<file path="src/rtl/digi_screen.sv">
// 8x8 red/green LED matrix scanner: drives one active-low row at a time with
// that row's red and green column bytes, holding each row for SCAN_DIV cycles.
module digi_screen #(
    parameter int SCAN_DIV = 1
) (
    input  logic        clk,
    input  logic        rst_n,
    input  logic [63:0] PICTURE_R,
    input  logic [63:0] PICTURE_G,
    output logic [7:0]  n_row,
    output logic [7:0]  col_r,
    output logic [7:0]  col_g
);

    localparam logic [15:0] DIV_LAST = 16'(SCAN_DIV - 1);

    logic [2:0]  row_idx;
    logic [15:0] div_cnt;
    logic [5:0]  byte_lsb;

    // Row 0 lives in the top byte of each bitmap, row 7 in the bottom byte.
    assign byte_lsb = {3'd7 - row_idx, 3'b000};

    always_ff @(posedge clk) begin
        if (!rst_n) begin
            n_row   <= 8'hFF;
            col_r   <= 8'h00;
            col_g   <= 8'h00;
            row_idx <= 3'd0;
            div_cnt <= 16'd0;
        end else begin
            n_row <= ~(8'b1 << row_idx);
            col_r <= PICTURE_R[byte_lsb +: 8];
            col_g <= PICTURE_G[byte_lsb +: 8];
            // row_idx wraps 7->0 naturally, so frames run back to back.
            if (div_cnt == DIV_LAST) begin
                div_cnt <= 16'd0;
                row_idx <= row_idx + 3'd1;
            end else begin
                div_cnt <= div_cnt + 16'd1;
            end
        end
    end

endmodule

</file>
<file path="config.mk">
export PLATFORM = sky130hd
export DESIGN_NAME = digi_screen
export DESIGN_NICKNAME = d
export VERILOG_FILES = /design/src/rtl/digi_screen.sv
export SDC_FILE = /design/constraint.sdc
export NUM_CORES = 1
export LEC_CHECK = 0
export BUFFER_PORTS_ARGS = -buffer_cell sky130_fd_sc_hd__buf_2
export CAP_MARGIN = 15
export CORE_MARGIN = 1.5
export CORE_UTILIZATION = 43
export DETAILED_ROUTE_END_ITERATION = 10
export GPL_TIMING_DRIVEN = 0
export PLACE_DENSITY = 0.79
export SYNTH_ARGS = -nofsm -noshare
export SYNTH_HDL_FRONTEND = slang
export SYNTH_SLANG_ARGS = --single-unit
export TNS_END_PERCENT = 50
</file>
<file path="constraint.sdc">
create_clock -name clk -period 1.81 [get_ports clk]
set_input_delay 0.0905 -clock clk [delete_from_list [all_inputs] [get_ports clk]]
set_output_delay 0.0905 -clock clk [all_outputs]
set_load 0.02 [all_outputs]
</file>
After elaboration in Yosys (flattened, before gate mapping)
Index checks and enable logic that the tools add are counted.
{"block": "classes", "muxes": 0, "shift": 3, "add_sub_neg": 3, "div_mod_pow": 0, "mul": 0, "n_bitwise": 2, "reduce_logical": 2, "n_eq_ne": 0, "magnitude_cmp": 0}
{"op": "64-bit by 7-bit variable part select with 8-bit output", "count": 2}
{"op": "16-bit by 1-bit adder with 16-bit output, second input constant", "count": 1}
{"op": "16-bit zero test", "count": 1}
{"op": "8-bit inverter", "count": 1}
{"op": "1-bit by 3-bit left shift with 8-bit output, first input constant", "count": 1}
{"op": "3-bit by 1-bit adder with 3-bit output, second input constant", "count": 1}
{"op": "3-bit subtractor, first input constant", "count": 1}
{"op": "2-bit OR reduction", "count": 1}
{"op": "1-bit inverter", "count": 1}
{"block": "word_totals", "output_inout_bits": 24, "rom_bits": 0, "inputBits": 130, "word_cells": 15, "mem_count": 0, "latch_bits": 0, "mem_bits_rw": 0, "regBits": 43}

Logic depth before layout (Yosys ltp)
Gate-level depths: netlist (run 1).
{"block": "depth", "ltp_word": 2, "ltp_mapped": 7, "ltp_nobuf": 6}

Worst setup path after synthesis (run 1)
Ideal clock, no wire load.
{"block": "synth_timing", "path_kind": "register -> register", "startpoint": "reg row_idx[0]", "endpoint": "reg col_g[2]", "required_ps": 1688, "t_arrival_ps": 1488, "stages_incl_launch_ff": 6, "period_less_slack_ps": 1610, "path_slack_ps": 200, "setup_time_ps": 122, "path_buffers": 2, "path_cell_list": "dfxtp_1 > buf_2 > buf_2 > mux4_2 > nand2_1 > a21boi_0"}
{"block": "synth_via", "elab_chain_len": 2}
{"item": "start: declaration", "line_no": "17", "rtl": "logic [2:0] row_idx;"}
{"item": "start signal: assignment", "line_no": "38", "rtl": "row_idx <= row_idx + 3'd1;"}
{"item": "3-bit subtractor", "line_no": "22", "rtl": "assign byte_lsb = {3'd7 - row_idx, 3'b000};"}
{"item": "64-bit by 7-bit variable part select with 8-bit output", "line_no": "34", "rtl": "col_g <= PICTURE_G[byte_lsb +: 8];"}
{"item": "end signal: assignment", "line_no": "34"}
{"item": "end: declaration", "line_no": "12", "rtl": "output logic [7:0] col_g"}
Every way passes these cells.
A chain may end at the register's enable or synchronous reset.

Worst setup path after layout (run 1)
{"block": "layout_timing", "startpoint": "reg row_idx[1]", "endpoint": "reg col_g[7]"}
Same word-level chain as after synthesis.

==> results of run 1 <==
-- cell type report --
class                   instances  area [sq um]  share of cell area
repair buffers                154         773.2              0.2246
flip-flops and latches         43         860.8              0.2500
diodes                          1         2.502           0.0007267
inverters                       7         26.28            0.007631
clock buffers                   5         68.82             0.01999
well taps                      72         90.09             0.02616
multi-input cells             163          1513              0.4393
plain buffers                  15         88.84             0.02580
clock inverters                 3         20.02            0.005814
-- critical path, cell delays in order (launching register included) --
cell	delay, ns
sky130_fd_sc_hd__dfxtp_1	0.37
sky130_fd_sc_hd__clkbuf_1	0.31
sky130_fd_sc_hd__buf_2	0.35
sky130_fd_sc_hd__mux4_2	0.35
sky130_fd_sc_hd__nand2_1	0.09
sky130_fd_sc_hd__a21boi_0	0.11
-- through the flow --
| stage | std cells | setup TNS [ns] |
|---|---|---|
| floorplan | 228 | 0 |
| global placement | 453 | -0.7973 |
| detailed placement | 453 | -2.177 |
| CTS | 462 | 0 |
| global route | 463 | 0 |
| finish | 463 | 0 |
-- worst max-delay path by stage --
| stage | slack [ns] | cells after the start | endpoint | from |
|---|---|---|---|---|
| 2_1_floorplan | 0.20 | 5 | col_g[2] | row_idx[0] |
| 3_3_place_gp | -0.05 | 5 | col_r[4] | row_idx[1] |
| 3_5_place_dp | -0.14 | 5 | col_g[7] | row_idx[1] |
| 4_1_cts | 0.03 | 5 | col_g[7] | row_idx[0] |
| 5_1_grt | 0.003 | 6 | row_idx[1] | row_idx[1] |
| 6_report | 0.09 | 5 | col_g[7] | row_idx[1] |
-- per-layer routing --
layer  vias to the layer above  GRT usage  part of all wire
met5                         -          0                 0
met4                         0     0.1375             0.046
met3                        29    0.05465             0.057
met2                       101     0.4267              0.53
met1                      1125     0.2671              0.37
li1                       1142          -                 -
-- registers in the layout (all words and copies together), names as in the netlist --
name,count
div_cnt,16
n_row,8
col_r,8
row_idx,3
col_g,8
-- cells in the final DEF, fill, tap and decap left out, types with 2 or more instances in the layout --
cell,synthesis,final
sky130_fd_sc_hd__buf_6,0,3
sky130_fd_sc_hd__nand2_1,41,40
sky130_fd_sc_hd__a21boi_0,16,16
sky130_fd_sc_hd__xnor2_1,11,11
sky130_fd_sc_hd__nor2_1,17,17
sky130_fd_sc_hd__nor3_1,5,5
sky130_fd_sc_hd__mux2i_1,2,2
sky130_fd_sc_hd__nand4_1,3,3
sky130_fd_sc_hd__clkbuf_2,0,2
sky130_fd_sc_hd__inv_1,6,6
sky130_fd_sc_hd__mux4_2,32,32
sky130_fd_sc_hd__xor2_1,3,3
sky130_fd_sc_hd__nand3_1,9,9
sky130_fd_sc_hd__dfxtp_1,43,43
sky130_fd_sc_hd__clkbuf_1,9,6
sky130_fd_sc_hd__clkinvlp_4,0,2
sky130_fd_sc_hd__nor4_1,4,4
sky130_fd_sc_hd__ha_1,8,8
sky130_fd_sc_hd__nor2b_1,2,2
sky130_fd_sc_hd__buf_2,6,156
sky130_fd_sc_hd__and2_1,2,2
sky130_fd_sc_hd__clkbuf_8,0,5
-- logic make-up (layout without fill, tap and decap cells) --
kind of cell	after synthesis	in the layout	synth area share
xor+xnor	14	14	0.04982
fa+ha+maj	8	8	0.04067
compound gates	18	18	0.05389
other cells	0	1	0
flops	43	43	0.3498
mux	34	34	0.3010
buf+inv	22	184	0.03660
simple gates	89	89	0.1683
-- synth_stat cells --
cell type / instances
sky130_fd_sc_hd__and2_1: 2
sky130_fd_sc_hd__nor2b_1: 2
sky130_fd_sc_hd__nor2_1: 17
sky130_fd_sc_hd__o31ai_1: 1
sky130_fd_sc_hd__buf_2: 6
sky130_fd_sc_hd__and3_1: 1
sky130_fd_sc_hd__nand3_1: 9
sky130_fd_sc_hd__or4_1: 1
sky130_fd_sc_hd__mux2i_1: 2
sky130_fd_sc_hd__nand4_1: 3
sky130_fd_sc_hd__a21boi_0: 16
sky130_fd_sc_hd__nand2_1: 41
sky130_fd_sc_hd__and3_2: 1
sky130_fd_sc_hd__a21oi_1: 1
sky130_fd_sc_hd__or2_0: 1
sky130_fd_sc_hd__nor4_1: 4
sky130_fd_sc_hd__xor2_1: 3
sky130_fd_sc_hd__dfxtp_1: 43
sky130_fd_sc_hd__clkbuf_1: 9
sky130_fd_sc_hd__mux4_2: 32
sky130_fd_sc_hd__nand4_4: 1
sky130_fd_sc_hd__xnor2_1: 11
sky130_fd_sc_hd__nor4b_1: 1
sky130_fd_sc_hd__clkinv_1: 1
sky130_fd_sc_hd__ha_1: 8
sky130_fd_sc_hd__nor3_1: 5
sky130_fd_sc_hd__inv_1: 6
-- repair_timing --
action / CTS / global route
hold buffers: 0 / 0
endpoints found under the setup margin: 27 / 16
endpoints found under the hold margin: 0 / 0
buffers inserted: 1 / 0
pin swaps: 1 / 0
resized for setup: 7 / 5
gates cloned: 0 / 0
-- power groups by stage --
| stage | clock [W] | combinational, W | sequential, W |
|---|---|---|---|
| global route | 0.000655 | 0.000659 | 0.00102 |
| CTS | 0.000619 | 0.000608 | 0.00102 |
| detailed placement | 0 | 0.000602 | 0.00104 |
| floorplan | 0 | 0.000297 | 0.00110 |
| global placement | 0 | 0.000587 | 0.00103 |
| finish | 0.000612 | 0.000610 | 0.00101 |
==> results_dict.tcl, run 1 <==
set metrics [dict create \
    hold_path_class "input port to flip-flop" \
    drt_pass1_iterations 6 \
    gp_congestion 0.8449 \
    cts_buffers 5 \
    clock_power_share 0.274 \
    r2r_slack_ns 0.09 \
    syn_area_per_cell_sq_um 10.79 \
    ys.warnings.count 0 \
    filler_cell_count 461 \
    chipHeight_um 78.66 \
    worstPathArrival_ns 1.89 \
    standby_leakage_power_nw 1.506 \
    synth.top_cell.area_share 0.3498 \
    ys_ff_latch 43 \
    final.setup.worst_slack_ns 0.08781 \
    grt_pass1_wl_um 11410 \
    ant_nets 0 \
    portBuffers 153 \
    via_count 2397 \
    avgRoutedWirePerCell_um 15.48 \
    seqPwrFrac 0.453 \
    largest_net_degree_at_the_start_of_global_routing 15 \
    crit_path_end_kind "flip-flop" \
    fin_crit_ns 1.722 \
    synthesis.instances 228 \
    worstReg2RegEnd "col_g[7]" \
    netSwitchingPower_w 0.0006389 \
    max_cap_violations 0 \
    power-per-cell-area_nw_per_um2 649.4 \
    final_hold_violating_endpoints 0 \
    grt_overflow_total 0 \
    place_area_sq_um 3317 \
    number_of_antenna_violations_at_the_first_check_in_global_routing 1 \
    ir_drop_mv 0.4058 \
    synthToLayoutAreaGrowth_pct 39.91 \
    timing.slew.headroom 0.6798 \
    tritoncts "done" \
    drt_iter0_markers 133 \
    min_delay_worst_endpoint "col_g[1]" \
    rsz0062_at_grt "false" \
    dp_hpwl_um 5884 \
    whs_ns 0.1315 \
    worst-endpoint-required_ns 1.98 \
    worst_clock_skew_ns 0.007882 \
    worst_hold_startpoint "rst_n" \
    num_io_pins 154 \
    worst-r2r-cell-count 5 \
    initial_utilization 0.4469 \
    setup.worst_path.class "flip-flop to flip-flop" \
    whs_path_depth 2 \
    utilization 0.6253 \
    htreeDepth 2 \
    maximum_clock_frequency_mhz 580.7 \
    run_status "finished clean" \
    ys_top_cells_by_area "sky130_fd_sc_hd__dfxtp_1 (35%), sky130_fd_sc_hd__mux4_2 (29%), sky130_fd_sc_hd__nand2_1 (6.3%), sky130_fd_sc_hd__a21boi_0 (4.9%), sky130_fd_sc_hd__ha_1 (4.1%)" \
    number_of_max_slew_violations_in_the_final_report 0 \
    sequential_area_share_after_synthesis 0.3498 \
    worst_pin_slew_ns 0.4802 \
    report.power.total_w 0.002236 \
    p_sw_frac 0.2857 \
    dieArea_sq_um 6187 \
    synth_area_sq_um 2461 \
    worstReg2RegStart "row_idx[1]" \
    combinationalPowerShare 0.273 \
    die_width_um 78.66 \
    netlist.top_cell.by_area "sky130_fd_sc_hd__dfxtp_1" \
    worstPathMaxFanout 10 \
    routed_via_density 5.177 \
    design.core.area_sq_um 5507 \
    globalRouteTotalUtil 0.2424 \
    dp_worst_setup_slack_ns -0.1410 \
    final_layout_size_suffix_gt1_frac 0.5282 \
    clkLatencyLatePin_ns 0.30 \
    first_global_vias 2493 \
    setup.worst_path.start_class "flip-flop" \
    drc_errors 0 \
    cts-root-to-sink-buffers 2 \
    clkSinkCount 43 \
    ys_types 27 \
    syn-num-nets 366 \
    clockRootBuffer "sky130_fd_sc_hd__clkbuf_8" \
    row_count 27 \
    power.internal_w 0.001597 \
    finish.net_count 527 \
    cts.clk_slew.worst_paths_ns 0.09 \
    finalInstanceArea_sq_um 3443 \
    timing.final.setup_violations 0 \
    wirelength_um 7166 \
    final.period_utilization 0.9515 \
]
(Power assumes the default switching activity.)
==> run 2: changes to the inputs <==
CORE_ASPECT_RATIO = 1.1   (was not set)
==> run 2 against run 1 <==
Sequential cell count unchanged. Die area about the same. Clock power up 9.0%. Final cell count up 0.43%. Core utilization up 0.68 points. Combinational power about the same. Clock skew down 0.0020 ns. Maximum frequency up 2.0%. Global-route usage up 0.75 points. Total power up 2.6%. Sequential share of layout area down 0.081 points.
==> results_dict.tcl, run 2 (synthesis results as in run 1) <==
set metrics [dict create \
    run_status "finished clean" \
    ant_nets 0 \
    grt_pass1_wl_um 11560 \
    gp_congestion 0.8636 \
    grt_overflow_total 0 \
    regArea_sq_um 860.8 \
    wirelength_um 7299 \
    setup.worst_path.class "flip-flop to flip-flop" \
    standby_leakage_power_nw 1.519 \
    cts_buffers 5 \
    cts-root-to-sink-buffers 2 \
    chipHeight_um 82.35 \
    synthToLayoutAreaGrowth_pct 40.37 \
    largest_net_degree_at_the_start_of_global_routing 13 \
    most_used_cells_in_the_layout_excluding_fill_and_tap_cells "sky130_fd_sc_hd__buf_2 (155), sky130_fd_sc_hd__dfxtp_1 (43), sky130_fd_sc_hd__nand2_1 (41)" \
    cts.clk_slew.worst_paths_ns 0.08 \
    setup.worst_path.start_class "flip-flop" \
    number_of_max_slew_violations_in_the_final_report 0 \
    finalInstanceArea_sq_um 3455 \
    crit_path_end_kind "flip-flop" \
    finish.net_count 527 \
    clkSinkCount 43 \
    row_count 28 \
    drt_pass1_iterations 4 \
    layout.cells.most_common "sky130_fd_sc_hd__buf_2" \
    max_flop_register "div_cnt" \
    worstPathArrival_ns 1.88 \
    avgRoutedWirePerCell_um 15.70 \
    design.core.area_sq_um 5465 \
    num_io_pins 154 \
    tritoncts "done" \
    timing.final.setup_violations 0 \
    final.setup.worst_slack_ns 0.1222 \
    worst-endpoint-required_ns 2.01 \
    drc_errors 0 \
    maximum_clock_frequency_mhz 592.5 \
    clockRootBuffer "sky130_fd_sc_hd__clkbuf_8" \
    initial_utilization 0.4503 \
    power-per-cell-area_nw_per_um2 664.0 \
    multi_input_area_sq_um 1510 \
    final_layout_size_suffix_gt1_frac 0.5256 \
    ir_drop_mv 0.3242 \
    dp_worst_setup_slack_ns -0.1246 \
    portBuffers 153 \
    routed_via_density 5.290 \
    globalRouteTotalUtil 0.2499 \
    clkLatencyLatePin_ns 0.30 \
    first_global_vias 2592 \
    max_reg_flops 16 \
    final.period_utilization 0.9325 \
    timing.slew.headroom 0.6689 \
    worstPathMaxFanout 10 \
    die_width_um 75.14 \
    layoutNonFillerInstCount 465 \
    dp_hpwl_um 5972 \
    worst_pin_slew_ns 0.4966 \
    via_count 2460 \
    n_antenna_cell 0 \
    worst_clock_skew_ns 0.005901 \
    max_cap_violations 0 \
    filler_cell_count 466 \
    fin_crit_ns 1.688 \
    final_hold_violating_endpoints 0 \
    rsz0062_at_grt "false" \
    place_area_sq_um 3321 \
    dieArea_sq_um 6187 \
    place.detailed.instances 456 \
    drt_iter0_markers 141 \
    hold_path_class "input port to flip-flop" \
    number_of_antenna_violations_at_the_first_check_in_global_routing 0 \
    htreeDepth 2 \
]
[run 2: per-layer routing]
layer | up-vias | GRT usage | wire length (um)
met5 | - | 0 | 0
met4 | 0 | 0.1179 | 226
met3 | 22 | 0.05947 | 481
met2 | 110 | 0.4434 | 3910
met1 | 1180 | 0.2805 | 2680
li1 | 1148 | - | -
[run 2: critical path, stage by stage (launching register included)]
cell and delay [ns]:
sky130_fd_sc_hd__dfxtp_1 0.40, sky130_fd_sc_hd__clkinv_1 0.29, sky130_fd_sc_hd__clkbuf_1 0.33, sky130_fd_sc_hd__ha_1 0.35, sky130_fd_sc_hd__mux2i_1 0.06, sky130_fd_sc_hd__and2_1 0.16
[run 2: final timing paths]
kind / start / slack [ns] / cells past startpoint / endpoint
setup / recovery: row_idx[2] / 0.12 / 5 / row_idx[2]
hold / removal: rst_n / 0.12 / 2 / col_g[7]
setup reg to reg: row_idx[2] / 0.12 / 5 / row_idx[2]
hold reg to reg: div_cnt[0] / 0.48 / 1 / div_cnt[0]
[run 2: per-stage QoR]
stage	TNS [ns]	util	total power (W)	hold slack (ns)
3_3_place_gp	-1.230	0.6076	0.001621	0.4315
3_5_place_dp	-2.224	0.6076	0.001639	0.4355
4_1_cts	0	0.6294	0.002298	0.1198
2_1_floorplan	0	-	0.001394	0.2443
5_1_grt	0	0.6321	0.002394	0.1311
6_report	0	0.6321	0.002294	0.1214
[run 2: area by class of cell]
type / instances / area share
buffer: 15 / 0.02608
clock buffer: 8 / 0.02898
inverter: 7 / 0.007606
multi-input combinational: 163 / 0.4372
sequential: 43 / 0.2492
tap: 75 / 0.02716
timing repair buffer: 154 / 0.2238
[run 2: where the power goes]
part	total (W)	switching [W]	internal, W
Clock	0.000667	0.000319	0.000348
Combinational	0.000611	0.000280	0.000331
Sequential	0.00102	0.0000171	0.000998
Total	0.00229	0.000616	0.00168
[run 2: repair_timing]
item                       4_1_cts  5_1_grt
buffers inserted                 1        0
pin swaps                        1        0
resized for setup                6        6
gates cloned                     0        0
setup endpoints to repair       27       16
hold buffers                     0        0
